==> src/rtl/dmem_arbiter_if.sv <==
// Bus bundle between the two cores' MEM stages, the arbiter and the shared
// single-port data memory. The arbiter connects through the slave modport.
interface dmem_arbiter_if #(
  parameter int ADDR_W = 32,
  parameter int DATA_W = 32
);
  logic [ADDR_W-1:0] addr_i1, addr_i2;
  logic [DATA_W-1:0] data_i1, data_i2;
  logic              MemRead_i1, MemRead_i2;
  logic              MemWrite_i1, MemWrite_i2;
  logic              lock_i1, lock_i2;
  logic [DATA_W-1:0] data_o1, data_o2;
  logic              stall_o1, stall_o2;
  logic [ADDR_W-1:0] mem_addr_o;
  logic [DATA_W-1:0] mem_data_o;
  logic              mem_MemRead_o;
  logic              mem_MemWrite_o;
  logic [DATA_W-1:0] mem_data_i;
  logic [1:0]        owner_o;

  modport slave (
    input  addr_i1, addr_i2, data_i1, data_i2,
    input  MemRead_i1, MemRead_i2, MemWrite_i1, MemWrite_i2,
    input  lock_i1, lock_i2, mem_data_i,
    output data_o1, data_o2, stall_o1, stall_o2,
    output mem_addr_o, mem_data_o, mem_MemRead_o, mem_MemWrite_o, owner_o
  );

  modport master (
    output addr_i1, addr_i2, data_i1, data_i2,
    output MemRead_i1, MemRead_i2, MemWrite_i1, MemWrite_i2,
    output lock_i1, lock_i2, mem_data_i,
    input  data_o1, data_o2, stall_o1, stall_o2,
    input  mem_addr_o, mem_data_o, mem_MemRead_o, mem_MemWrite_o, owner_o
  );
endinterface

==> src/rtl/dmem_arbiter.sv <==
// Round-robin arbiter for two cores sharing one single-port data memory,
// with per-core exclusive locking and an idle-timeout forced release.
module dmem_arbiter #(
  parameter int ADDR_W       = 32,
  parameter int DATA_W       = 32,
  parameter int LOCK_TIMEOUT = 15
) (
  input  logic           clk_i,
  input  logic           rst_i,
  dmem_arbiter_if.slave  bus
);
  localparam int IDLE_W = $clog2(LOCK_TIMEOUT + 1);

  // Encoding doubles as the owner_o value.
  typedef enum logic [1:0] {
    UNLOCKED = 2'b00,
    LOCK1    = 2'b01,
    LOCK2    = 2'b10
  } state_t;

  state_t                       state_q, state_d;
  logic                         last2_q, last2_d;
  logic [IDLE_W-1:0]            idle_q, idle_d, idle_inc;
  logic [1:0][DATA_W-1:0]       hold_q, hold_d;

  logic [1:0]                   rd, wr, lk, req, grant, stall;
  logic [1:0][ADDR_W-1:0]       addr;
  logic [1:0][DATA_W-1:0]       wdata, rdata;

  assign rd    = {bus.MemRead_i2,  bus.MemRead_i1};
  assign wr    = {bus.MemWrite_i2, bus.MemWrite_i1};
  assign lk    = {bus.lock_i2,     bus.lock_i1};
  assign req   = rd | wr;
  assign addr  = {bus.addr_i2, bus.addr_i1};
  assign wdata = {bus.data_i2, bus.data_i1};

  // Nothing is granted while reset is held, so no write can slip out.
  always_comb begin
    grant = 2'b00;
    if (rst_i) begin
      case (state_q)
        UNLOCKED: grant = (req == 2'b11) ? (last2_q ? 2'b01 : 2'b10) : req;
        LOCK1:    grant = {1'b0, req[0]};
        LOCK2:    grant = {req[1], 1'b0};
        default:  grant = 2'b00;
      endcase
    end
  end

  genvar gi;
  generate
    for (gi = 0; gi < 2; gi++) begin : g_core
      assign stall[gi]  = req[gi] & ~grant[gi];
      assign rdata[gi]  = (grant[gi] & rd[gi]) ? bus.mem_data_i : hold_q[gi];
      assign hold_d[gi] = rdata[gi];
    end
  endgenerate

  assign bus.stall_o1       = stall[0];
  assign bus.stall_o2       = stall[1];
  assign bus.data_o1        = rdata[0];
  assign bus.data_o2        = rdata[1];
  assign bus.mem_MemRead_o  = |(grant & rd);
  assign bus.mem_MemWrite_o = |(grant & wr);
  assign bus.mem_addr_o     = ({ADDR_W{grant[0]}} & addr[0]) | ({ADDR_W{grant[1]}} & addr[1]);
  assign bus.mem_data_o     = ({DATA_W{grant[0]}} & wdata[0]) | ({DATA_W{grant[1]}} & wdata[1]);
  assign bus.owner_o        = state_q;

  always_comb begin
    idle_inc = idle_q;
    if (idle_q != IDLE_W'(LOCK_TIMEOUT))
      idle_inc = idle_q + 1'b1;
  end

  always_comb begin
    state_d = state_q;
    last2_d = last2_q;
    idle_d  = idle_q;
    if (|grant)
      last2_d = grant[1];
    case (state_q)
      UNLOCKED: begin
        idle_d = '0;
        if (grant[0] & lk[0])
          state_d = LOCK1;
        else if (grant[1] & lk[1])
          state_d = LOCK2;
      end
      LOCK1, LOCK2: begin
        if (grant[state_q == LOCK2]) begin
          idle_d = '0;
          if (!lk[state_q == LOCK2])
            state_d = UNLOCKED;
        end else if (idle_inc == IDLE_W'(LOCK_TIMEOUT)) begin
          // Owner went quiet for too long: drop the lock so the other core can proceed.
          idle_d  = '0;
          state_d = UNLOCKED;
        end else begin
          idle_d = idle_inc;
        end
      end
      default: begin
        state_d = UNLOCKED;
        idle_d  = '0;
      end
    endcase
  end

  always_ff @(posedge clk_i or negedge rst_i) begin
    if (!rst_i) begin
      state_q <= UNLOCKED;
      last2_q <= 1'b1;
      idle_q  <= '0;
      hold_q  <= '0;
    end else begin
      state_q <= state_d;
      last2_q <= last2_d;
      idle_q  <= idle_d;
      hold_q  <= hold_d;
    end
  end
endmodule

==> src/flat_wrapper.sv <==
// flat-port wrapper written by rule: the top's interface ports become plain ports
module dmem_arbiter_flat 
#(
  parameter int ADDR_W       = 32,
  parameter int DATA_W       = 32,
  parameter int LOCK_TIMEOUT = 15
)
  (clk_i, rst_i, bus_addr_i1, bus_addr_i2, bus_data_i1, bus_data_i2, bus_MemRead_i1, bus_MemRead_i2, bus_MemWrite_i1, bus_MemWrite_i2, bus_lock_i1, bus_lock_i2, bus_mem_data_i, bus_data_o1, bus_data_o2, bus_stall_o1, bus_stall_o2, bus_mem_addr_o, bus_mem_data_o, bus_mem_MemRead_o, bus_mem_MemWrite_o, bus_owner_o);
  dmem_arbiter_if #(.ADDR_W(ADDR_W), .DATA_W(DATA_W)) bus_i ();
  input  logic clk_i;
  input  logic rst_i;
  input wire logic [$bits(bus_i.addr_i1)-1:0] bus_addr_i1;
  input wire logic [$bits(bus_i.addr_i2)-1:0] bus_addr_i2;
  input wire logic [$bits(bus_i.data_i1)-1:0] bus_data_i1;
  input wire logic [$bits(bus_i.data_i2)-1:0] bus_data_i2;
  input wire logic [$bits(bus_i.MemRead_i1)-1:0] bus_MemRead_i1;
  input wire logic [$bits(bus_i.MemRead_i2)-1:0] bus_MemRead_i2;
  input wire logic [$bits(bus_i.MemWrite_i1)-1:0] bus_MemWrite_i1;
  input wire logic [$bits(bus_i.MemWrite_i2)-1:0] bus_MemWrite_i2;
  input wire logic [$bits(bus_i.lock_i1)-1:0] bus_lock_i1;
  input wire logic [$bits(bus_i.lock_i2)-1:0] bus_lock_i2;
  input wire logic [$bits(bus_i.mem_data_i)-1:0] bus_mem_data_i;
  output wire logic [$bits(bus_i.data_o1)-1:0] bus_data_o1;
  output wire logic [$bits(bus_i.data_o2)-1:0] bus_data_o2;
  output wire logic [$bits(bus_i.stall_o1)-1:0] bus_stall_o1;
  output wire logic [$bits(bus_i.stall_o2)-1:0] bus_stall_o2;
  output wire logic [$bits(bus_i.mem_addr_o)-1:0] bus_mem_addr_o;
  output wire logic [$bits(bus_i.mem_data_o)-1:0] bus_mem_data_o;
  output wire logic [$bits(bus_i.mem_MemRead_o)-1:0] bus_mem_MemRead_o;
  output wire logic [$bits(bus_i.mem_MemWrite_o)-1:0] bus_mem_MemWrite_o;
  output wire logic [$bits(bus_i.owner_o)-1:0] bus_owner_o;
  assign bus_i.addr_i1 = bus_addr_i1;
  assign bus_i.addr_i2 = bus_addr_i2;
  assign bus_i.data_i1 = bus_data_i1;
  assign bus_i.data_i2 = bus_data_i2;
  assign bus_i.MemRead_i1 = bus_MemRead_i1;
  assign bus_i.MemRead_i2 = bus_MemRead_i2;
  assign bus_i.MemWrite_i1 = bus_MemWrite_i1;
  assign bus_i.MemWrite_i2 = bus_MemWrite_i2;
  assign bus_i.lock_i1 = bus_lock_i1;
  assign bus_i.lock_i2 = bus_lock_i2;
  assign bus_i.mem_data_i = bus_mem_data_i;
  assign bus_data_o1 = bus_i.data_o1;
  assign bus_data_o2 = bus_i.data_o2;
  assign bus_stall_o1 = bus_i.stall_o1;
  assign bus_stall_o2 = bus_i.stall_o2;
  assign bus_mem_addr_o = bus_i.mem_addr_o;
  assign bus_mem_data_o = bus_i.mem_data_o;
  assign bus_mem_MemRead_o = bus_i.mem_MemRead_o;
  assign bus_mem_MemWrite_o = bus_i.mem_MemWrite_o;
  assign bus_owner_o = bus_i.owner_o;
  dmem_arbiter #(.ADDR_W(ADDR_W), .DATA_W(DATA_W), .LOCK_TIMEOUT(LOCK_TIMEOUT)) u_core (.clk_i(clk_i), .rst_i(rst_i), .bus(bus_i));
endmodule
==> config.mk <==
export PLATFORM = sky130hd
export DESIGN_NAME = dmem_arbiter_flat
export DESIGN_NICKNAME = d
export VERILOG_FILES = /design/src/rtl/dmem_arbiter_if.sv /design/src/rtl/dmem_arbiter.sv /design/src/flat_wrapper.sv
export SDC_FILE = /design/constraint.sdc
export NUM_CORES = 1
export LEC_CHECK = 0
export ABC_CLOCK_PERIOD_IN_PS = 1700
export BUFFER_PORTS_ARGS = -buffer_cell sky130_fd_sc_hd__buf_2
export CAP_MARGIN = 20
export CORE_AREA = 2 2 119 121
export DETAILED_ROUTE_END_ITERATION = 10
export DIE_AREA = 0 0 121 123
export PLACE_DENSITY_LB_ADDON = 0.12
export SETUP_SLACK_MARGIN = 0.02
export SLEW_MARGIN = 20
export SYNTH_ARGS = -nofsm -noshare
export SYNTH_HDL_FRONTEND = slang
export SYNTH_SLANG_ARGS = --single-unit
export TNS_END_PERCENT = 10
==> constraint.sdc <==
create_clock -name clk_i -period 1.7 [get_ports clk_i]
set_input_delay 0.085 -clock clk_i [delete_from_list [all_inputs] [get_ports clk_i]]
set_output_delay 0.085 -clock clk_i [all_outputs]
set_load 0.005 [all_outputs]
# After elaboration in Yosys (flattened, before gate mapping)
# Cells that the tools add are included.
# totals
register_bits	71
in_bits	168
output_inout_bits	134
elab_cells	58
# op_classes
n_addsub	1
n_lt_le_gt_ge	1
eq_ne	8
mux	20
bitwise	17
reduce_logical	6
# ops
op	count
AND 32 bit	4
two-way mux 32 bit	2
bitwise OR 32 bit	2
two-way mux 2 bit	8
two-way mux 4 bit	4
OR reduction 2 bit	4
AND 1 bit	6
inequality test 3 x 1 -> 1 bit, second input constant	2
case mux 2 bit (3 select lines)	1
adder 4 x 1 -> 4 bit, second input constant	1
AND 2 bit	2
== test 2 bit, second input constant	2
== test 4 bit, second input constant	1
two-way mux 1 bit	4
inequality test 4 bit, second input constant	1
case mux 2 bit (2 select lines)	1
inequality test 3 bit, second input constant	1
AND reduction 3 bit	1
== test 2 x 1 -> 1 bit, second input constant	1
zero test 2 bit	1
< comparator 1 x 2 -> 1 bit, second input constant	1
NOT 1 bit	2
bitwise OR 2 bit	1

# Depth between registers and ports, before layout
# logic_depth
depth_word	9
depth_mapped	7
depth_no_buf	7

# Worst setup path before layout
# No wires, ideal clock.
# synth_path
kind	register to register
start	register u_core.state_q[0] (netlist: u_core.bus.owner_o[0])
end	register u_core.hold_q[23] (netlist name)
setup_time_ns	0.130
arrival_time_ns	1.735
required_time_ns	1.570
path_slack_ns	-0.164
path_stages_with_launch	8
path_buffers	2
period_less_slack_ns	1.864
cell_sequence	dfrtp_1 > ha_1 > nand2b_1 > clkbuf_2 > a211oi_4 > nand2_4 > buf_6 > mux2_4
# synth_via
elab_chain_len	5
elab_cells_between_ends	7
cone_classes	eq/ne (2); mux (3); bitwise (1); reduce/logical (1)
# synth_lines
element	line	rtl
start: declaration	dmem_arbiter.sv:21	state_t state_q, state_d;
start signal: assignment	dmem_arbiter.sv:116	state_q <= state_d;
== test 2 bit (tied with other cells)	dmem_arbiter.sv:41	case (state_q)
case mux 2 bit (3 select lines) *	dmem_arbiter.sv:41	
two-way mux 2 bit *	dmem_arbiter.sv:40	if (rst_i) begin
AND 1 bit *	dmem_arbiter.sv:54	assign rdata[gi] = (grant[gi] & rd[gi]) ? bus.mem_data_i : hold_q[gi];
two-way mux 32 bit *	dmem_arbiter.sv:54	
named net bus_data_o1[23]	flat_wrapper.sv:23	output wire logic [$bits(bus_i.data_o1)-1:0] bus_data_o1;
end signal: assignment	dmem_arbiter.sv:119	hold_q <= hold_d;
end: declaration	dmem_arbiter.sv:24	logic [1:0][DATA_W-1:0] hold_q, hold_d;
# Mark *: on every way through the listed nets, which the timed path passes. The rest lies on a longest branch.
# A chain may end at the register's enable or synchronous reset.

# Worst setup path in the final report
# layout_path
start	register u_core.state_q[0] (netlist: u_core.bus.owner_o[0])
end	output bus_mem_addr_o[21]
# layout_via
elab_chain_len	5
elab_cells_between_ends	8
cone_classes	eq/ne (2); mux (2); bitwise (3); reduce/logical (1)
# layout_lines
element	line	rtl
== test 2 bit (tied with other cells)	dmem_arbiter.sv:41	
case mux 2 bit (3 select lines) *	dmem_arbiter.sv:41	
two-way mux 2 bit *	dmem_arbiter.sv:40	
AND 32 bit	dmem_arbiter.sv:65	assign bus.mem_addr_o = ({ADDR_W{grant[0]}} & addr[0]) | ({ADDR_W{grant[1]}} & addr[1]);
bitwise OR 32 bit *	dmem_arbiter.sv:65	
end: declaration	flat_wrapper.sv:27	output wire logic [$bits(bus_i.mem_addr_o)-1:0] bus_mem_addr_o;
# Mark *: on every way between the ends. The rest lies on a longest branch, timed or not.

==> results.sh <==
export IMPL_status="complete, but fails checks"
export IMPL_violations="setup timing"
export IMPL_cap_violations=0
export IMPL_synth_xor_area_share_pct=0.479
export IMPL_drc_errors=0
export IMPL_cts_buffers=9
export IMPL_required_ns=1.62
export IMPL_ys_warn_count=0
export IMPL_syn_area_per_cell_um2=12.8
export IMPL_ys_types=42
export IMPL_yosys_area_share_simple_pct=5.72
export IMPL_cp_arrival_ns=2.22
export IMPL_holdBufCountCts=0
export IMPL_coreArea_um2=13600
export IMPL_place_gp_congestion=0.873
export IMPL_via_per_inst=4.80
export IMPL_r2r_cells=11
export IMPL_place_area_um2=5630
export IMPL_synthArstFlopShare_pct=100
export IMPL_yosys_top_cells_area="dfrtp_1, mux2_2, a22o_1"
export IMPL_antenna_found_initial=1
export IMPL_total_power_mw=12.3
export IMPL_die_height_um=123
export IMPL_vias=3976
export IMPL_ys_flop_type="dfrtp_1"
export IMPL_ys_seq_area_share_pct=48.6
export IMPL_grt_pass1_wl_mm=23.3
export IMPL_worst_hold_path_type="input port to flop"
export IMPL_areaGrowthSynthToFinish_pct=89.3
export IMPL_hold_viol_final=0
export IMPL_layout_drive_gt1_share_pct=74.5
export IMPL_rows=43
export IMPL_syn_cell_area_um2=3660
export IMPL_holdWs_ns=0.0149
export IMPL_synthesis_instances=286
export IMPL_grtUsageTotal_pct=21.6
export IMPL_rsz0062_at_grt="yes"
export IMPL_r2r_start="u_core.bus.owner_o[0]$_DFFE_PN0P_"
export IMPL_yosysMostFrequentCell="dfrtp_1"
export IMPL_grt_pass1_vias=3873
export IMPL_dr_first_iter_drc_count=144
export IMPL_grt_max_degree=72
export IMPL_hold_end="u_core.hold_q[40]$_DFF_PN0_"
export IMPL_fin_ws_ns=-0.600
export IMPL_tns_ns=-84.96
export IMPL_start_util_pct=26.9
export IMPL_final_nets=816
export IMPL_worstReg2RegEnd="u_core.bus.owner_o[0]$_DFFE_PN0P_"
export IMPL_synth_edf_count=0
export IMPL_synth_area_mux_share_pct=20.4
export IMPL_synth_top_area_share_pct=47.9
export IMPL_dp_hpwl_mm=13.0
export IMPL_post_route_period_util_pct=135
export IMPL_cts_buffer_depth=2
export IMPL_die_x_um=121
export IMPL_clk_root_buffer_cell="clkbuf_16"
export IMPL_synth_compound_gate_area_share_pct=18.7
export IMPL_maxSlewHeadroom_pct=40.5
export IMPL_overflow=0
export IMPL_worstSetupPathType="flop to output port"
export IMPL_hold_depth=2
export IMPL_fin_area_um2=6920
export IMPL_fin_crit_ns=2.30
export IMPL_cts_tree="yes"
export IMPL_pin_count=302
export IMPL_synthAdderAreaFrac_pct=1.71
export IMPL_rrSetupSlack_ns=-0.47
export IMPL_htree_levels=3
export IMPL_cp_max_fo=6
export IMPL_dieArea_um2=14900
export IMPL_dp_worst_setup_slack_ns=-0.650
export IMPL_wl_per_cell_um=21.6
export IMPL_p_leak_nw=3.63
export IMPL_drv_slew=0
export IMPL_drt_wl_total_mm=17.9
export IMPL_synth_top_cells_by_count="dfrtp_1, a22o_1, mux2_2"
export IMPL_start_kind="flop"
export IMPL_diodes=0
export IMPL_synthesis_nets=459
export IMPL_skew_ns=0.00531
export IMPL_dr_pass1_iters=4
export IMPL_clkSinkCount=71
export IMPL_setup_viol=202
export IMPL_ys_seq_elements=71
export IMPL_ant_nets=0
export IMPL_power_density_nw_per_um2=1770
export IMPL_peakVddDrop_mv=0.875
export IMPL_synth_top_cell_by_area="dfrtp_1"
export IMPL_clk_pin_slew_ns=0.06
export IMPL_min_from="bus_mem_data_i[8]"
export IMPL_worst_pin_slew_ns=0.893
export IMPL_end_kind="output port"
export IMPL_max_freq_ghz=0.435
export IMPL_io_buffers=301
export IMPL_synth_top_family_by_area="multiplexers"
export IMPL_insertion_delay_ns=0.33
[critical path: stages, from the launching register on]
cell and delay, ns:
dfrtp_1 0.39, buf_6 0.14, inv_4 0.06, ha_4 0.17, nor2_4 0.06, a2111oi_4 0.28
buf_6 0.18, buf_12 0.14, buf_6 0.11, buf_6 0.09, a22o_1 0.13, buf_2 0.12
[worst max-delay path by stage]
stage               cells after the start  slack (ns)                          end                               from
floorplan                               7       -0.15  u_core.hold_q[23]$_DFF_PN0_  u_core.bus.owner_o[0]$_DFFE_PN0P_
global placement                        9       -0.67           bus_mem_addr_o[22]  u_core.bus.owner_o[0]$_DFFE_PN0P_
detailed placement                      9       -0.65           bus_mem_addr_o[22]  u_core.bus.owner_o[0]$_DFFE_PN0P_
CTS                                    11       -0.63              bus_data_o2[11]  u_core.bus.owner_o[0]$_DFFE_PN0P_
global route                           11       -0.72           bus_mem_data_o[24]  u_core.bus.owner_o[0]$_DFFE_PN0P_
finish                                 11       -0.60           bus_mem_addr_o[21]  u_core.bus.owner_o[0]$_DFFE_PN0P_
[cell families after synthesis]
| family | count (synthesis) |
|---|---|
| mux | 66 |
| buf+inv | 24 |
| xor+xnor | 2 |
| simple gates | 39 |
| flops | 71 |
| fa+ha+maj | 5 |
| compound gates | 79 |
[per-layer routing]
metal	GRT usage, %	share of wire, %	vias to the layer above
met5	0	0.073	-
met4	9.08	3.5	2
met3	6.18	8.0	32
met2	36.2	49	187
met1	26.1	39	1940
li1	-	-	1815
[final cells by class]
| class | instances | area (µm²) |
|---|---|---|
| clock buffer | 9 | 225 |
| clock inverter | 7 | 73.8 |
| fill | 1269 | 6690 |
| multi-input combinational | 191 | 2020 |
| timing repair buffer | 367 | 2580 |
| sequential | 71 | 1780 |
| tap | 180 | 225 |
| inverter | 3 | 13.8 |
[per-stage QoR]
stage / std cells / utilization, %
after floorplan: 286 / -
after global placement: 782 / 41.3
after CTS: 824 / 48.1
after detailed placement: 782 / 41.3
final: 828 / 50.9
after global routing: 828 / 50.9
[registers in the layout, indices dropped and copies added (netlist names)]
name	cells
u_core.last2_q	1
u_core.hold_q	64
u_core.bus.owner_o	2
u_core.idle_q	4
[timing repair]
action / in CTS / in global routing
pin swaps: 57 / 18
gates resized for setup: 76 / 66
cloned: 6 / 4
buffers inserted: 20 / 3
setup endpoints to repair: 203 / 203
hold endpoints to repair: 0 / 0
[placed cells by master, fill, tap and decap left out, types with 2 or more instances in the layout]
cell type	netlist	layout
buf_2	8	268
dfrtp_1	70	70
a22o_1	64	57
buf_6	5	57
mux2_2	63	37
mux2_4	1	27
buf_4	6	23
clkbuf_16	0	12
buf_12	0	10
nor2_1	12	7
a22o_4	0	7
nand2_1	5	5
buf_16	0	5
nor2_4	0	3
nor2_2	1	3
ha_4	0	3
clkinv_4	0	3
nand2_4	1	2
and2_4	0	2
nor3_4	0	2
nand3_1	2	2
xnor2_1	2	2
mux2i_1	2	2
a31oi_1	2	2
a21oi_1	4	2
o211ai_1	2	2
ha_1	5	2
clkinv_2	0	2
[power by group]
group | internal [mW] | leakage [nW] | switching, mW
clock | 1.14 | 0.145 | 0.711
sequential | 2.52 | 0.848 | 0.253
combinational | 4.43 | 2.64 | 3.20
Note: power is estimated with default switching activity, not from simulation.
